File: src/rtl/reg_file_param_pkg.sv
// Shared definitions for the parametrised register file.
// Imported by the register file, decode and writeback.
package reg_file_param_pkg;

  typedef enum logic {
    ST_IDLE  = 1'b0,
    ST_CLEAR = 1'b1
  } state_t;

  localparam int RF_DATA_W = 16;
  localparam int RF_ADDR_W = 4;

endpackage

File: src/rtl/reg_file_param_if.sv
// Register file bus: read, write, reserve and clear.
// Master sits on the decode/writeback side; slave is the file.
interface reg_file_param_if
  import reg_file_param_pkg::*;
#(
  parameter int DATA_W = RF_DATA_W,
  parameter int ADDR_W = RF_ADDR_W,
  parameter int NUM_RD = 2
);
  localparam int DEPTH = 2 ** ADDR_W;

  logic [NUM_RD-1:0]        rd_en;
  logic [NUM_RD*ADDR_W-1:0] rd_addr;
  logic [NUM_RD*DATA_W-1:0] rd_data;
  logic                     wr_en;
  logic [ADDR_W-1:0]        wr_addr;
  logic [DATA_W-1:0]        wr_data;
  logic                     rsv_en;
  logic [ADDR_W-1:0]        rsv_addr;
  logic [DEPTH-1:0]         pend;
  logic                     clr;
  logic                     clr_busy;

  modport master (
    output rd_en, rd_addr, wr_en, wr_addr, wr_data,
    output rsv_en, rsv_addr, clr,
    input  rd_data, pend, clr_busy
  );

  modport slave (
    input  rd_en, rd_addr, wr_en, wr_addr, wr_data,
    input  rsv_en, rsv_addr, clr,
    output rd_data, pend, clr_busy
  );

endinterface

File: src/rtl/reg_file_param_rd_port.sv
// One registered read port: zero / bypass / storage select.
// The caller supplies the already-indexed storage word.
module reg_file_rd_port #(
  parameter int DATA_W   = 16,
  parameter int ADDR_W   = 4,
  parameter int BYPASS   = 1,
  parameter int ZERO_REG = 0
) (
  input  logic              clk,
  input  logic              rst,
  input  logic              i_en,
  input  logic [ADDR_W-1:0] i_addr,
  input  logic [DATA_W-1:0] i_mem,
  input  logic              i_byp,
  input  logic [ADDR_W-1:0] i_wr_addr,
  input  logic [DATA_W-1:0] i_wr_data,
  output logic [DATA_W-1:0] o_data
);

  logic              w_zero;
  logic              w_hit;
  logic [DATA_W-1:0] w_sel;
  logic [DATA_W-1:0] r_data;

  assign w_zero = (ZERO_REG != 0) && (i_addr == '0);
  assign w_hit  = (BYPASS != 0) && i_byp &&
                  (i_wr_addr == i_addr) && !w_zero;

  // Pick the value to load: R0 zero, then bypass, then storage.
  always_comb begin
    w_sel = i_mem;
    unique case (1'b1)
      w_zero:  w_sel = '0;
      w_hit:   w_sel = i_wr_data;
      default: w_sel = i_mem;
    endcase
  end

  // Load on enable, hold otherwise.
  always_ff @(posedge clk) begin
    if (!rst)
      r_data <= '0;
    else if (i_en)
      r_data <= w_sel;
  end

  assign o_data = r_data;

endmodule

File: src/rtl/reg_file_param.sv
// Parametrised register file with scoreboard and clear sweep.
// Storage, pending bits and sweep FSM live here.
module reg_file_param
  import reg_file_param_pkg::*;
#(
  parameter int DATA_W   = RF_DATA_W,
  parameter int ADDR_W   = RF_ADDR_W,
  parameter int NUM_RD   = 2,
  parameter int BYPASS   = 1,
  parameter int ZERO_REG = 0
) (
  input logic clk,
  input logic rst,
  reg_file_param_if.slave bus
);

  localparam int DEPTH = 2 ** ADDR_W;
  localparam logic [ADDR_W-1:0] LAST = ADDR_W'(DEPTH - 1);

  logic [DATA_W-1:0] r_mem [DEPTH];
  state_t            r_state;
  logic [ADDR_W-1:0] r_cnt;
  logic              r_busy;
  logic [DEPTH-1:0]  r_pend;

  logic              w_idle;
  logic              w_wr;
  logic [DEPTH-1:0]  w_pend_nxt;
  logic [DATA_W-1:0] w_rd [NUM_RD];

  assign w_idle = (r_state == ST_IDLE);
  assign w_wr   = w_idle && bus.wr_en &&
                  !((ZERO_REG != 0) && (bus.wr_addr == '0));

  // Next pending bits: a reserve beats a same-cycle write.
  always_comb begin
    w_pend_nxt = r_pend;
    for (int a = 0; a < DEPTH; a++) begin
      if (bus.rsv_en && bus.rsv_addr == ADDR_W'(a))
        w_pend_nxt[a] = 1'b1;
      else if (bus.wr_en && bus.wr_addr == ADDR_W'(a))
        w_pend_nxt[a] = 1'b0;
    end
    if (ZERO_REG != 0)
      w_pend_nxt[0] = 1'b0;
  end

  // Storage: reset, sweep one word per cycle, or write.
  always_ff @(posedge clk) begin
    if (!rst) begin
      for (int a = 0; a < DEPTH; a++)
        r_mem[a] <= '0;
    end else if (r_state == ST_CLEAR) begin
      r_mem[r_cnt] <= '0;
    end else if (w_wr) begin
      r_mem[bus.wr_addr] <= bus.wr_data;
    end
  end

  // Sweep FSM and scoreboard; pend frozen at 0 while clearing.
  always_ff @(posedge clk) begin
    if (!rst) begin
      r_state <= ST_IDLE;
      r_cnt   <= '0;
      r_busy  <= 1'b0;
      r_pend  <= '0;
    end else begin
      unique case (r_state)
        ST_IDLE: begin
          if (bus.clr) begin
            r_state <= ST_CLEAR;
            r_cnt   <= '0;
            r_busy  <= 1'b1;
            r_pend  <= '0;
          end else begin
            r_pend  <= w_pend_nxt;
          end
        end
        ST_CLEAR: begin
          r_cnt <= r_cnt + 1'b1;
          if (r_cnt == LAST) begin
            r_state <= ST_IDLE;
            r_busy  <= 1'b0;
          end
        end
        default: r_state <= ST_IDLE;
      endcase
    end
  end

  for (genvar i = 0; i < NUM_RD; i++) begin : g_rd
    reg_file_rd_port #(
      .DATA_W   (DATA_W),
      .ADDR_W   (ADDR_W),
      .BYPASS   (BYPASS),
      .ZERO_REG (ZERO_REG)
    ) u_rd (
      .clk       (clk),
      .rst       (rst),
      .i_en      (bus.rd_en[i]),
      .i_addr    (bus.rd_addr[i*ADDR_W +: ADDR_W]),
      .i_mem     (r_mem[bus.rd_addr[i*ADDR_W +: ADDR_W]]),
      .i_byp     (w_idle && bus.wr_en),
      .i_wr_addr (bus.wr_addr),
      .i_wr_data (bus.wr_data),
      .o_data    (w_rd[i])
    );
  end

  // Pack the per-port read data onto the bus.
  always_comb begin
    bus.rd_data = '0;
    for (int i = 0; i < NUM_RD; i++)
      bus.rd_data[i*DATA_W +: DATA_W] = w_rd[i];
  end

  assign bus.pend     = r_pend;
  assign bus.clr_busy = r_busy;

endmodule

File: src/flat_wrapper.sv
// flat-port wrapper written by rule: the top's interface ports become plain ports
module reg_file_param_flat import reg_file_param_pkg::*;
#(
  parameter int DATA_W   = RF_DATA_W,
  parameter int ADDR_W   = RF_ADDR_W,
  parameter int NUM_RD   = 2,
  parameter int BYPASS   = 1,
  parameter int ZERO_REG = 0
)
  (clk, rst, bus_rd_en, bus_rd_addr, bus_wr_en, bus_wr_addr, bus_wr_data, bus_rsv_en, bus_rsv_addr, bus_clr, bus_rd_data, bus_pend, bus_clr_busy);
  reg_file_param_if #(.DATA_W(DATA_W), .ADDR_W(ADDR_W), .NUM_RD(NUM_RD)) bus_i ();
  input logic clk;
  input logic rst;
  input wire logic [$bits(bus_i.rd_en)-1:0] bus_rd_en;
  input wire logic [$bits(bus_i.rd_addr)-1:0] bus_rd_addr;
  input wire logic [$bits(bus_i.wr_en)-1:0] bus_wr_en;
  input wire logic [$bits(bus_i.wr_addr)-1:0] bus_wr_addr;
  input wire logic [$bits(bus_i.wr_data)-1:0] bus_wr_data;
  input wire logic [$bits(bus_i.rsv_en)-1:0] bus_rsv_en;
  input wire logic [$bits(bus_i.rsv_addr)-1:0] bus_rsv_addr;
  input wire logic [$bits(bus_i.clr)-1:0] bus_clr;
  output wire logic [$bits(bus_i.rd_data)-1:0] bus_rd_data;
  output wire logic [$bits(bus_i.pend)-1:0] bus_pend;
  output wire logic [$bits(bus_i.clr_busy)-1:0] bus_clr_busy;
  assign bus_i.rd_en = bus_rd_en;
  assign bus_i.rd_addr = bus_rd_addr;
  assign bus_i.wr_en = bus_wr_en;
  assign bus_i.wr_addr = bus_wr_addr;
  assign bus_i.wr_data = bus_wr_data;
  assign bus_i.rsv_en = bus_rsv_en;
  assign bus_i.rsv_addr = bus_rsv_addr;
  assign bus_i.clr = bus_clr;
  assign bus_rd_data = bus_i.rd_data;
  assign bus_pend = bus_i.pend;
  assign bus_clr_busy = bus_i.clr_busy;
  reg_file_param #(.DATA_W(DATA_W), .ADDR_W(ADDR_W), .NUM_RD(NUM_RD), .BYPASS(BYPASS), .ZERO_REG(ZERO_REG)) u_core (.clk(clk), .rst(rst), .bus(bus_i));
endmodule
File: config.mk
export PLATFORM = sky130hd
export DESIGN_NAME = reg_file_param_flat
export DESIGN_NICKNAME = d
export VERILOG_FILES = /design/src/rtl/reg_file_param_pkg.sv /design/src/rtl/reg_file_param_if.sv /design/src/rtl/reg_file_param_rd_port.sv /design/src/rtl/reg_file_param.sv /design/src/flat_wrapper.sv
export SDC_FILE = /design/constraint.sdc
export NUM_CORES = 1
export LEC_CHECK = 0
export BUFFER_PORTS_ARGS = -buffer_cell sky130_fd_sc_hd__buf_2
export CAP_MARGIN = 0
export CORE_UTILIZATION = 65
export DETAILED_ROUTE_END_ITERATION = 7
export GPL_TIMING_DRIVEN = 0
export PLACE_DENSITY = 0.88
export SLEW_MARGIN = 15
export SYNTH_ARGS = -nofsm -noshare
export SYNTH_HDL_FRONTEND = slang
export SYNTH_SLANG_ARGS = --single-unit
File: constraint.sdc
create_clock -name clk -period 4.65 [get_ports clk]
set_input_delay 0 -clock clk [delete_from_list [all_inputs] [get_ports clk]]
set_output_delay 0 -clock clk [all_outputs]
set_load 0.02 [all_outputs]
==> results of run 1 <==
## report_power, final
group | leakage (uW) | internal, uW | switching, uW
clock network | 0.000572 | 1690 | 1210
logic | 0.00357 | 255 | 553
registers | 0.00342 | 3480 | 76.0
total | 0.00756 | 5430 | 1840
## cells in the mapped netlist, types with 3 or more instances
cell      number
mux2_2        36
o22ai_1        5
a31oi_1        5
nor2_1       271
nor3b_1        5
nand4_2       14
and3b_1        6
buf_6          6
xor2_1         8
and2_1         3
nand2_1      102
nand3_1      108
buf_1          4
o21ai_0       13
dfxtp_1       56
a21oi_1       43
nand2b_1       3
mux2i_1      258
nor2b_1        9
a22oi_1       96
a221oi_1      12
edfxtp_1     288
clkbuf_1      73
buf_2         41
o211ai_1      12
## final cells by class
class	count	area, um2	share of cell area
buffer	125	569	0.0294
sequential	344	9770	0.504
clock buffer	45	966	0.0498
clock inverter	18	189	0.00975
tap	335	419	0.0216
multi-input combinational	1029	6840	0.353
inverter	3	11.3	0.000581
timing repair buffer	102	621	0.0320
## worst max-delay path by stage
stage / start / endpoint / slack (ps) / cells after the start
2_1_floorplan: u_core.r_state / u_core.r_mem[5][0] / 2360 / 6
3_3_place_gp: u_core.r_state / u_core.r_mem[4][8] / 1670 / 7
3_5_place_dp: u_core.r_state / u_core.r_mem[4][8] / 1620 / 7
4_1_cts: u_core.r_state / u_core.r_mem[6][8] / 1590 / 7
5_1_grt: u_core.r_state / u_core.r_mem[4][8] / 1410 / 7
6_report: u_core.r_state / u_core.r_mem[4][8] / 1450 / 7
## logic make-up after synthesis
group | synth area share
and+or+nand+nor | 0.140
DFF | 0.568
muxes | 0.176
AOI/OAI and AO/OA | 0.0774
buffers and inverters | 0.0338
xor gates and xnor gates | 0.00408
adders and majority gates | 0.000728
## routing by layer
layer  vias to the layer above  part of all wire  GRT usage
li1                       5815                 -          -
met1                      6682              0.34      0.513
met2                      1357              0.45      0.650
met3                       319              0.15      0.120
met4                         0             0.060      0.211
met5                         -                 0          0
## through the flow
stage	total power [uW]	cells	setup slack [ps]	cell area [um2]
after floorplan	4070	1501	2360	17200
after global placement	4330	1916	1670	18000
after detailed placement	4360	1916	1620	18000
after CTS	7200	2001	1590	19400
after global routing	7390	2001	1410	19400
final	7270	2001	1450	19400
==> impl_metrics.toml, run 1 <==
[place]
globalplace.congestion = 0.990
io_buffers = 80
place_hpwl_mm = 39.3

[grt]
grt_max_degree = 22
grtUsageTotal = 0.411
grt_overflow = 0
antenna_found_initial = 0
first_global_vias = 13600
grt_pass1_wl_mm = 81.2

[cells_and_area]
final_util = 0.746
num-nets-final = 1681
final_cell_mix = "edfxtp_1, nor2_1, mux2i_1"
fill_cells = 1726
layout_commonest_cell = "edfxtp_1"
syn2layout_area_growth_pct = 12.8
drive_gt1_frac = 0.143
diodes = 0

[floorplanning]
die_area_um2 = 27100
coreArea_um2 = 26000
ioPinCount = 88
start_util = 0.662
fp.dieW_um = 165
die_h_um = 165
row_count = 59

[clock_network]
postCtsSetupRepairBufs = 0
htree_num_levels = 2
cts_hold_buffers = 22
cts_sinks = 344
clock_path_buffers = 3
cts.repair.resized = 0
cts-root-buf = "clkbuf_16"
clk_latency_ps = 530
cts_tree = "yes"
numCtsBuffers = 36
clk_pin_slew_ps = 60

[worst_setup_path]
crit_family = "simple AND/OR/NAND/NOR gates"
rrSetupSlack_ps = 1450
cp_slowest_stage_delay_ps = 710
end_kind = "register"
path_max_fanout = 16
cp.required_ps = 4800
critPathKind = "reg2reg"
reg2reg_from = "u_core.r_state"
cpMostUsedCell = "buf_2"
worstPathArrival_ps = 3350
crit_chain = "buf_2 > nor3b_1 > o21a_1 > clkbuf_1 > nand4_2 > buf_2 > nand2_1"
crit_slowest_cell = "nand2_1"
cp.buffers_inverters = 3
start_kind = "register"
rr_worst_depth = 7
r2r_end = "u_core.r_mem[4][8]"

[timing]
hold_ws_ps = 11.2
slew_viol_final = 0
fmax_ghz = 0.312
setup-tns-final_ps = 0
finalSetupViolCount = 0
post-route-period-util = 0.689
tightest_slew_ps = 945
finalCriticalPeriod_ps = 3200
hold_viol = 0
rsz0062_at_grt = "no"
fin_skew_ps = 15.6
slew_headroom = 0.370

[synth]
synth_cell_types = 43
synth_edf_count = 288
synth_area_leaders = "edfxtp_1, mux2i_1, dfxtp_1"
yosysSeqAreaShare = 0.568
synthFlopType = "edfxtp_1"
netlist.area_leader.share = 0.503
asyncSetResetFlopFracSynth = 0
syn_inst = 1501
mappedNetlistNets = 1541
yosysWarningCount = 0
avgSynthCellArea_um2 = 11.5
netlist_area_um2 = 17200
synth-seq-cells = 344
synth_top_area_cell = "edfxtp_1"

[route]
drt_first_pass_iters = 8
drc_errors = 0
dr.first_iter.drc_count = 2726
vias = 14200
antenna_left = 0
viasPerCell = 7.08
drt_wl_total_mm = 55.5
wl_per_cell_um = 27.7

[hold_path]
hold_class = "in2reg"
whs_path_depth = 1
hp-start = "bus_rd_en[0]"

[pwr]
leakage_uw = 0.00756
peakVddDrop_mv = 0.360
power_density_nw_per_um2 = 375

[outcome]
outcome = "completed"

[run]
cap_violations = 0
(Power assumes the default switching activity.)
==> inputs of run 2 (changes only) <==
--- a/config.mk
+++ b/config.mk
@@ -7,10 +7,10 @@
 export LEC_CHECK = 0
 export BUFFER_PORTS_ARGS = -buffer_cell sky130_fd_sc_hd__buf_2
 export CAP_MARGIN = 0
-export CORE_UTILIZATION = 65
+export CORE_UTILIZATION = 56
 export DETAILED_ROUTE_END_ITERATION = 7
 export GPL_TIMING_DRIVEN = 0
-export PLACE_DENSITY = 0.88
+export PLACE_DENSITY = 0.81
 export SLEW_MARGIN = 15
 export SYNTH_ARGS = -nofsm -noshare
 export SYNTH_HDL_FRONTEND = slang
==> constraint.sdc (replaced) <==
create_clock -name clk -period 2.9 [get_ports clk]
set_input_delay 0 -clock clk [delete_from_list [all_inputs] [get_ports clk]]
set_output_delay 0 -clock clk [all_outputs]
set_load 0.02 [all_outputs]
==> run 2 against run 1 <==
First-iteration DRC count fell by 16%. Non-clock buffer count grew 4. Design area up 0.72%. Highest routed layer unchanged. Worst setup slack got worse by 1400 ps. Utilization is 9.4 points lower. Count of clock-buffer cells in the layout is 3 higher.
==> impl_metrics.toml, run 2 (same netlist as run 1, synthesis figures left out) <==
[route]
routed-wl-met3_mm = 6.51
drc_errors = 0
top_layer = "met4"
dr.first_iter.drc_count = 2277
drt_wl_total_mm = 52.7
wl_met2_mm = 24.7
antenna_left = 0
wl_met1_mm = 19.5
wl_per_cell_um = 25.6
vias = 13400
viasPerCell = 6.50
drt_first_pass_iters = 6

[grt]
antenna_found_initial = 0
first_global_vias = 13200
grt_pass1_wl_mm = 77.7
grtUsageTotal = 0.338
grt_max_degree = 22
grt_overflow = 0

[pwr]
leakage_uw = 0.00756
p_sw_frac = 0.255
pwr-share-comb = 0.110
peakVddDrop_mv = 0.384
p_sw_uw = 2930
power_density_nw_per_um2 = 590
pwr-share-seq = 0.494
p_int_uw = 8590
finalPower_uw = 11500
p_clk_frac = 0.396

[hold_path]
whs_path_depth = 3
hold_class = "in2reg"
hp-start = "rst"

[place]
io_buffers = 80
place_inst = 1971
globalplace.congestion = 0.980
place_hpwl_mm = 38.9

[timing]
finalCriticalPeriod_ps = 2860
slew_headroom = 0.420
hold_viol = 0
finalSetupViolCount = 0
post-route-period-util = 0.987
slew_viol_final = 0
tightest_slew_ps = 870
hold_ws_ps = 30.4
rsz0062_at_grt = "yes"
fmax_ghz = 0.349
fin_skew_ps = 20.6

[floorplanning]
start_util = 0.574
fp.dieW_um = 177
die_area_um2 = 31400
ioPinCount = 88
coreArea_um2 = 30000
row_count = 63
die_h_um = 177

[worst_setup_path]
rrSetupSlack_ps = 40
path_max_fanout = 16
cp.required_ps = 3070
start_kind = "register"
worstPathArrival_ps = 3030
end_kind = "register"
r2r_end = "u_core.r_mem[2][2]"
reg2reg_from = "u_core.r_state"
rr_worst_depth = 6
critPathKind = "reg2reg"

[cells_and_area]
num-nets-final = 1685
layout_commonest_cell = "edfxtp_1"
syn2layout_area_growth_pct = 13.6
diodes = 0
instances_no_fill = 2063
fill_cells = 2256
final_cell_mix = "edfxtp_1, nor2_1, mux2i_1"
drive_gt1_frac = 0.146

[clock_network]
cts-root-buf = "clkbuf_16"
htree_num_levels = 2
cts_tree = "yes"
postCtsSetupRepairBufs = 0
clk_pin_slew_ps = 60
cts_sinks = 344
clk_latency_ps = 530
clock_path_buffers = 3
numCtsBuffers = 36

[run]
cap_violations = 0

[outcome]
outcome = "completed"
run 2: changes by cell type in the layout (fill, tap and decap cells not counted), sizes merged:
cell	change
bufinv	-3
clkbuf	+3
inv	+3
clkinv	-1
dlygate4sd3	+4
clkinvlp	+1
run 2: critical path, cell delays in order (launching register included):
cell and delay [ps]:
dfxtp_1 300, buf_2 170, nand2b_1 230, o22ai_1 470, nand4_2 500, buf_2 380, nand2_2 420
run 2: timing repair:
action | 4_1_cts | 5_1_grt
gates resized for setup | 5 | 6
hold buffers | 26 | 0
hold endpoints to repair | 80 | 0
setup endpoints to repair | 80 | 119
run 2: cell type report:
cell class | count | area, um2 | share of cell area
Buffer | 125 | 569 | 0.0292
Clock buffer | 48 | 1030 | 0.0528
Clock inverter | 18 | 124 | 0.00634
Inverter | 3 | 11.3 | 0.000577
Multi-Input combinational cell | 1029 | 6870 | 0.352
Sequential cell | 344 | 9770 | 0.500
Tap cell | 390 | 488 | 0.0250
Timing Repair Buffer | 106 | 661 | 0.0338
run 2: worst max path at each step:
stage / from / to / slack (ps) / depth (start not counted)
2_1_floorplan: u_core.r_state / u_core.r_mem[5][0] / 610 / 6
3_3_place_gp: u_core.r_state / u_core.r_mem[6][8] / -100 / 7
3_5_place_dp: u_core.r_state / u_core.r_mem[2][10] / -150 / 6
4_1_cts: u_core.r_state / u_core.r_mem[7][13] / 20 / 6
5_1_grt: u_core.r_state / u_core.r_mem[2][5] / -10 / 6
6_report: u_core.r_state / u_core.r_mem[2][2] / 40 / 6
run 2: routing by layer:
metal,vias up,global-route usage
met4,0,0.135
met1,6471,0.428
met5,-,0
li1,5827,-
met2,955,0.553
met3,161,0.0866
run 2: power groups by stage:
stage / Combinational, uW / Clock, uW / Sequential (uW)
2_1_floorplan: 779 / 0 / 5750
5_1_grt: 1330 / 4720 / 5710
6_report: 1270 / 4560 / 5690
4_1_cts: 1230 / 4530 / 5690
3_3_place_gp: 1170 / 0 / 5770
3_5_place_dp: 1190 / 0 / 5790
run 2: stage by stage:
stage / area (um2) / setup slack [ps] / TNS (ps) / util
2_1_floorplan: 17200 / 610 / 0 / -
3_3_place_gp: 18100 / -100 / -3590 / 0.604
3_5_place_dp: 18100 / -153 / -9660 / 0.604
4_1_cts: 19500 / 23.0 / 0 / 0.651
5_1_grt: 19500 / -12.4 / -164 / 0.652
6_report: 19500 / 38.4 / 0 / 0.652
